**src/rtl/fetch_queue.sv**
```systemverilog
// fetch_queue: decoupled instruction fetch front end.
//
// The PC generator issues one request per cycle to instruction memory over a
// valid/ready port. Instructions come back in order and go into a DEPTH-entry
// FIFO, which decode drains through a valid/ready handshake. A new request is
// only issued while a FIFO slot is free for it, so a response is never refused.
// Branch and jump redirects flush the FIFO and discard the responses still in
// flight.
//
// Ports:
//   clk, reset          clock; asynchronous active-low reset
//   ireq_valid/ready    fetch request handshake; ireq_addr is the current PC
//   iresp_valid/data    in-order instruction return, at most one per cycle
//   branch_judge/address  redirect (takes priority over jump)
//   jump_judge/address    redirect
//   out_valid/ready     FIFO head handshake towards decode
//   out_instruction     head instruction, plus its PC, PC+4 and rs/rt fields
//   occupancy           number of FIFO entries
module fetch_queue #(
  parameter int unsigned        ADDR_W   = 32,
  parameter int unsigned        DEPTH    = 4,
  parameter int unsigned        MAX_OUT  = 2,
  parameter logic [ADDR_W-1:0]  RESET_PC = '0
) (
  input  logic                       clk,
  input  logic                       reset,
  output logic                       ireq_valid,
  output logic [ADDR_W-1:0]          ireq_addr,
  input  logic                       ireq_ready,
  input  logic                       iresp_valid,
  input  logic [31:0]                iresp_data,
  input  logic                       branch_judge,
  input  logic [ADDR_W-1:0]          branch_address,
  input  logic                       jump_judge,
  input  logic [ADDR_W-1:0]          jump_address,
  output logic                       out_valid,
  input  logic                       out_ready,
  output logic [31:0]                out_instruction,
  output logic [ADDR_W-1:0]          out_pc,
  output logic [ADDR_W-1:0]          out_pc_plus_4,
  output logic [4:0]                 out_rs,
  output logic [4:0]                 out_rt,
  output logic [$clog2(DEPTH+1)-1:0] occupancy
);

  localparam int unsigned CNT_W = $clog2(DEPTH + 1);
  localparam int unsigned PTR_W = $clog2(DEPTH);
  localparam int unsigned OUT_W = $clog2(MAX_OUT + 1);
  localparam int unsigned SH_W  = (MAX_OUT > 1) ? $clog2(MAX_OUT) : 1;

  logic [ADDR_W-1:0] pc, pc_next;
  logic [CNT_W-1:0]  count, count_next;
  logic [OUT_W-1:0]  outstanding, outstanding_next;
  logic [OUT_W-1:0]  drop, drop_next;
  logic [PTR_W-1:0]  rd_ptr, wr_ptr;
  logic [SH_W-1:0]   sh_rd, sh_wr;

  logic [ADDR_W-1:0] sh_pc    [MAX_OUT];
  logic [31:0]       instr_mem[DEPTH];
  logic [ADDR_W-1:0] pc_mem   [DEPTH];

  logic              redirect;
  logic [ADDR_W-1:0] target;
  logic              req_fire;
  logic              resp_drop;
  logic              push;
  logic              pop;
  logic [31:0]       head_instr;
  logic [ADDR_W-1:0] head_pc;

  assign redirect = branch_judge | jump_judge;
  assign target   = branch_judge ? branch_address : jump_address;

  // Every live request holds a FIFO slot, so outstanding + count bounds
  // issue; requests are held off while reset is asserted.
  assign ireq_valid = reset
                    && ((int'(outstanding) + int'(count)) < int'(DEPTH))
                    && (int'(outstanding) < int'(MAX_OUT))
                    && !redirect;
  assign ireq_addr  = pc;
  assign req_fire   = ireq_valid & ireq_ready;

  assign resp_drop = iresp_valid & (redirect | (drop != '0));
  assign push      = iresp_valid & ~resp_drop;
  assign out_valid = (count != '0);
  assign pop       = out_valid & out_ready;

  always_comb begin
    pc_next          = pc;
    count_next       = count;
    outstanding_next = outstanding + OUT_W'(req_fire) - OUT_W'(iresp_valid);
    drop_next        = drop;

    if (redirect) begin
      pc_next    = target;
      count_next = '0;
      // Everything still outstanding after this cycle is stale; a response
      // discarded this cycle is already removed from outstanding_next.
      drop_next  = outstanding_next;
    end else begin
      if (req_fire) begin
        pc_next = pc + ADDR_W'(4);
      end
      count_next = count + CNT_W'(push) - CNT_W'(pop);
      if (iresp_valid && (drop != '0)) begin
        drop_next = drop - OUT_W'(1);
      end
    end
  end

  always_ff @(posedge clk or negedge reset) begin
    if (!reset) begin
      pc          <= RESET_PC;
      count       <= '0;
      outstanding <= '0;
      drop        <= '0;
      rd_ptr      <= '0;
      wr_ptr      <= '0;
      sh_rd       <= '0;
      sh_wr       <= '0;
    end else begin
      pc          <= pc_next;
      count       <= count_next;
      outstanding <= outstanding_next;
      drop        <= drop_next;
      if (req_fire) begin
        sh_wr <= (sh_wr == SH_W'(MAX_OUT - 1)) ? '0 : sh_wr + SH_W'(1);
      end
      if (iresp_valid) begin
        sh_rd <= (sh_rd == SH_W'(MAX_OUT - 1)) ? '0 : sh_rd + SH_W'(1);
      end
      if (push) begin
        wr_ptr <= wr_ptr + PTR_W'(1);
      end
      // Flush empties the FIFO by snapping the read side onto the write side.
      if (redirect) begin
        rd_ptr <= wr_ptr;
      end else if (pop) begin
        rd_ptr <= rd_ptr + PTR_W'(1);
      end
    end
  end

  always_ff @(posedge clk) begin
    if (req_fire) begin
      sh_pc[sh_wr] <= pc;
    end
    if (push) begin
      instr_mem[wr_ptr] <= iresp_data;
      pc_mem[wr_ptr]    <= sh_pc[sh_rd];
    end
  end

  assign head_instr      = instr_mem[rd_ptr];
  assign head_pc         = pc_mem[rd_ptr];
  assign out_instruction = out_valid ? head_instr : '0;
  assign out_pc          = out_valid ? head_pc : '0;
  assign out_pc_plus_4   = out_valid ? head_pc + ADDR_W'(4) : '0;
  assign out_rs          = out_instruction[25:21];
  assign out_rt          = out_instruction[20:16];
  assign occupancy       = count;

  a_resp_needs_request: assert property (
    @(posedge clk) disable iff (!reset) iresp_valid |-> (outstanding != '0));

  a_no_overflow: assert property (
    @(posedge clk) disable iff (!reset) push |-> (count != CNT_W'(DEPTH)));

endmodule

```
**config.mk**
```make
export PLATFORM = sky130hd
export DESIGN_NAME = fetch_queue
export DESIGN_NICKNAME = d
export VERILOG_FILES = /design/src/rtl/fetch_queue.sv
export SDC_FILE = /design/constraint.sdc
export NUM_CORES = 1
export LEC_CHECK = 0
export BUFFER_PORTS_ARGS = -buffer_cell sky130_fd_sc_hd__buf_2
export CAP_MARGIN = 10
export CORE_MARGIN = 4
export CORE_UTILIZATION = 61
export DETAILED_ROUTE_END_ITERATION = 12
export PLACE_DENSITY = 0.95
export SLEW_MARGIN = 20
export SYNTH_ARGS = -nofsm -noshare
export SYNTH_HDL_FRONTEND = slang
export SYNTH_SLANG_ARGS = --single-unit
```
**constraint.sdc**
```tcl
create_clock -name clk -period 8.1 [get_ports clk]
set_clock_uncertainty 0.2 [all_clocks]
set_input_delay 1.215 -clock clk [delete_from_list [all_inputs] [get_ports clk]]
set_output_delay 1.215 -clock clk [all_outputs]
set_load 0.01 [all_outputs]
```
==> results.sh <==
export IMPL_switching_power_uw=1360
export IMPL_synth_xor_area_share_pct=2.70
export IMPL_htreeDepth=2
export IMPL_die_h_um=168
export IMPL_syn_nets=1074
export IMPL_netlist_top_cell_by_area="edfxtp_1"
export IMPL_via_per_inst=6.07
export IMPL_synthAdderAreaFrac_pct=1.09
export IMPL_muxShareOfSynthArea_pct=12.2
export IMPL_hold_buffers=0
export IMPL_grt_pass1_wl_um=54900
export IMPL_grt_use_total_pct=25.1
export IMPL_critPathKind="flop to primary output"
export IMPL_cts_resized=0
export IMPL_fmax_mhz=181
export IMPL_root_buffer="clkbuf_16"
export IMPL_cts_buffers=38
export IMPL_crit_chain="buf_4 > mux4_2 > nand4_4 > nor4_4 > nand2_2 > nor2_2 > mux2_1 > buf_2"
export IMPL_p_int_uw=3610
export IMPL_synth_compound_area_share_pct=3.76
export IMPL_hp_class="flop to flop"
export IMPL_finish_utilization_pct=72.3
export IMPL_drt_pass1_iter_count=5
export IMPL_clockBufferDepth=3
export IMPL_relSlewSlack_pct=35.8
export IMPL_hold_depth=1
export IMPL_synth_ff_latch_count=365
export IMPL_syn_to_final_growth_pct=16.7
export IMPL_grt_max_degree=65
export IMPL_r2r_slack_ps=4460
export IMPL_critical_path_arrival_ps=4120
export IMPL_dpl_hpwl_um=22200
export IMPL_dieArea_sq_mm=0.0281
export IMPL_ys_warn_count=0
export IMPL_fin_crit_ps=5540
export IMPL_cp_data_required_time_ps=6680
export IMPL_peakVddDrop_v=0.000164
export IMPL_ys_types=55
export IMPL_synth_edf_count=320
export IMPL_crit_start="rd_ptr[0]"
export IMPL_cp_end_kind="primary output"
export IMPL_endpoint="out_pc_plus_4[31]"
export IMPL_synth_commonest_cells="edfxtp_1 (320), and2_1 (74), mux4_2 (62)"
export IMPL_cts_num_sinks=365
export IMPL_min_period_over_period_pct=68.4
export IMPL_start_kind="flop"
export IMPL_die_x_um=168
export IMPL_seq_power_share_pct=46.7
export IMPL_place_gp_congestion=0.847
export IMPL_syn_inst=958
export IMPL_synth_top_family_by_area="multiplexers"
export IMPL_critPathMaxFanout=47
export IMPL_placementRows=58
export IMPL_async_reset_ff_share_pct=12.3
export IMPL_wl_um=35400
export IMPL_syn_avg_cell_area_sq_um=16.2
export IMPL_initial_core_util_pct=62.0
export IMPL_insertion_delay_ps=520
export IMPL_synth_area_sq_mm=0.0156
export IMPL_core_sq_mm=0.0251
export IMPL_num_io_pins=246
export IMPL_grt_setup_unrepaired="no"
export IMPL_setup_tns_ps=0
export IMPL_finalPower_uw=4970
export IMPL_drive_above_1_share_pct=34.2
export IMPL_reg2reg_from="occupancy[1]"
export IMPL_drtIter0Drc=972
export IMPL_setup_viol=0
export IMPL_synthTopCellsByArea="edfxtp_1 (62%), mux4_2 (9.0%), dfrtp_1 (7.2%), and2_1 (3.0%), mux2_2 (2.3%)"
export IMPL_status="completed"
export IMPL_hold_viol_final=0
export IMPL_powerDensity_mw_per_mm2=274
export IMPL_crit_slowest_cell="buf_4"
export IMPL_post_drt_wl_per_cell_um=22.8
export IMPL_antennaDiodeCount=0
export IMPL_grt_pass1_vias=9448
export IMPL_combPwrFrac_pct=21.0
export IMPL_grt_ovfl_total=0
export IMPL_power_frac_clock_pct=32.3
export IMPL_max_stage_delay_ps=800
export IMPL_stdcell_count=1551
export IMPL_ant_nets=0
export IMPL_ys_seq_area_share_pct=69.0
export IMPL_tightest_slew_ps=955
export IMPL_drc_errors=0
export IMPL_port_buffers=245
export IMPL_drv_slew=0
export IMPL_swShare_pct=27.4
export IMPL_yosys_most_used_dff="edfxtp_1"
export IMPL_rr_worst_depth=11
export IMPL_p_leak_uw=0.00682
export IMPL_via_count=9412
export IMPL_synth_top_area_share_pct=61.8
export IMPL_antenna_found_initial=0
export IMPL_fin_nets=1313
export IMPL_cts_tree="yes"
export IMPL_drv_cap=0
export IMPL_place_inst=1487
export IMPL_timing_rr_end="drop[1]"
export IMPL_postCtsSetupRepairBufs=0
export IMPL_yosys_area_share_simple_pct=8.91
export IMPL_clk_pin_slew_ps=60
export IMPL_synth_most_common_cell="edfxtp_1"
-- logic make-up after synthesis --
| logic type | Yosys count |
|---|---|
| xor gates and xnor gates | 48 |
| and+or+nand+nor | 255 |
| adders and majority gates | 13 |
| buffers and inverters | 75 |
| AOI/OAI and AO/OA | 98 |
| DFF | 365 |
| muxes | 104 |
-- worst max-delay path: cells and delay by family (launching register included) --
family | cells | cell delay (ps)
buffers and inverters | 2 | 940
and+or+nand+nor | 4 | 1140
muxes | 2 | 810
DFF | 1 | 690
-- how the worst min path moves through the flow --
stage,startpoint,end,slack [ps]
2_1_floorplan,sh_wr,sh_wr,260
3_3_place_gp,sh_rd,sh_rd,250
6_report,sh_rd,sh_rd,280
3_5_place_dp,sh_rd,sh_rd,270
4_1_cts,sh_rd,sh_rd,290
5_1_grt,sh_rd,sh_rd,300
-- cells in the final DEF (no fill, tap or decap), drive strengths merged, types with 5 or more instances in the layout --
| cell type | instances |
|---|---|
| o21ai | 34 |
| ha | 12 |
| and2 | 75 |
| xor2 | 26 |
| mux4 | 64 |
| nand2 | 41 |
| a31oi | 5 |
| clkbuf | 48 |
| a22oi | 5 |
| nor2b | 9 |
| clkinv | 14 |
| a21oi | 24 |
| o22ai | 11 |
| buf | 258 |
| mux2i | 7 |
| mux2 | 33 |
| nand4 | 17 |
| nand3 | 22 |
| xnor2 | 22 |
| dfrtp | 45 |
| edfxtp | 320 |
| inv | 16 |
| nor3 | 7 |
| and3 | 17 |
| nor2 | 56 |
-- registers in the layout, indices dropped and copies added, names as in the netlist, 2 cells and up --
signal / flops
sh_pc: 64
instr_mem: 128
wr_ptr: 2
occupancy: 3
rd_ptr: 2
ireq_addr: 32
pc_mem: 128
drop: 2
outstanding: 2
-- power by group through the flow --
stage | Clock (uW) | Sequential (uW) | Combinational [uW]
2_1_floorplan | 0 | 2280 | 803
3_5_place_dp | 0 | 2350 | 1030
6_report | 1600 | 2320 | 1040
3_3_place_gp | 0 | 2340 | 988
4_1_cts | 1630 | 2320 | 1050
5_1_grt | 1720 | 2330 | 1130
-- through the flow --
step                      area, sq um  hold WS, ps  worst slack, ps
after floorplan                 15600          260             3940
after global placement          17000          253             2920
after detailed placement        17000          268             2820
after CTS                       18100          287             2130
after global routing            18200          299             2240
final                           18200          279             2560
-- metal layers --
| metal | up-vias | GRT usage (%) | wire (um) |
|---|---|---|---|
| met5 | - | 0 | 0 |
| met4 | 0 | 6.74 | 778 |
| met3 | 73 | 4.60 | 3300 |
| met2 | 595 | 41.2 | 17500 |
| met1 | 4617 | 35.5 | 13800 |
| li1 | 4127 | - | - |
-- final cells by class --
cell class	count	area (sq um)
clock buffers	48	998
multi-input cells	518	4480
clock inverters	16	140
repair buffers	258	1320
well taps	330	413
fillers	1479	6950
flip-flops and latches	365	10700
inverters	16	60.1
Note: power is estimated with default switching activity, not from simulation.
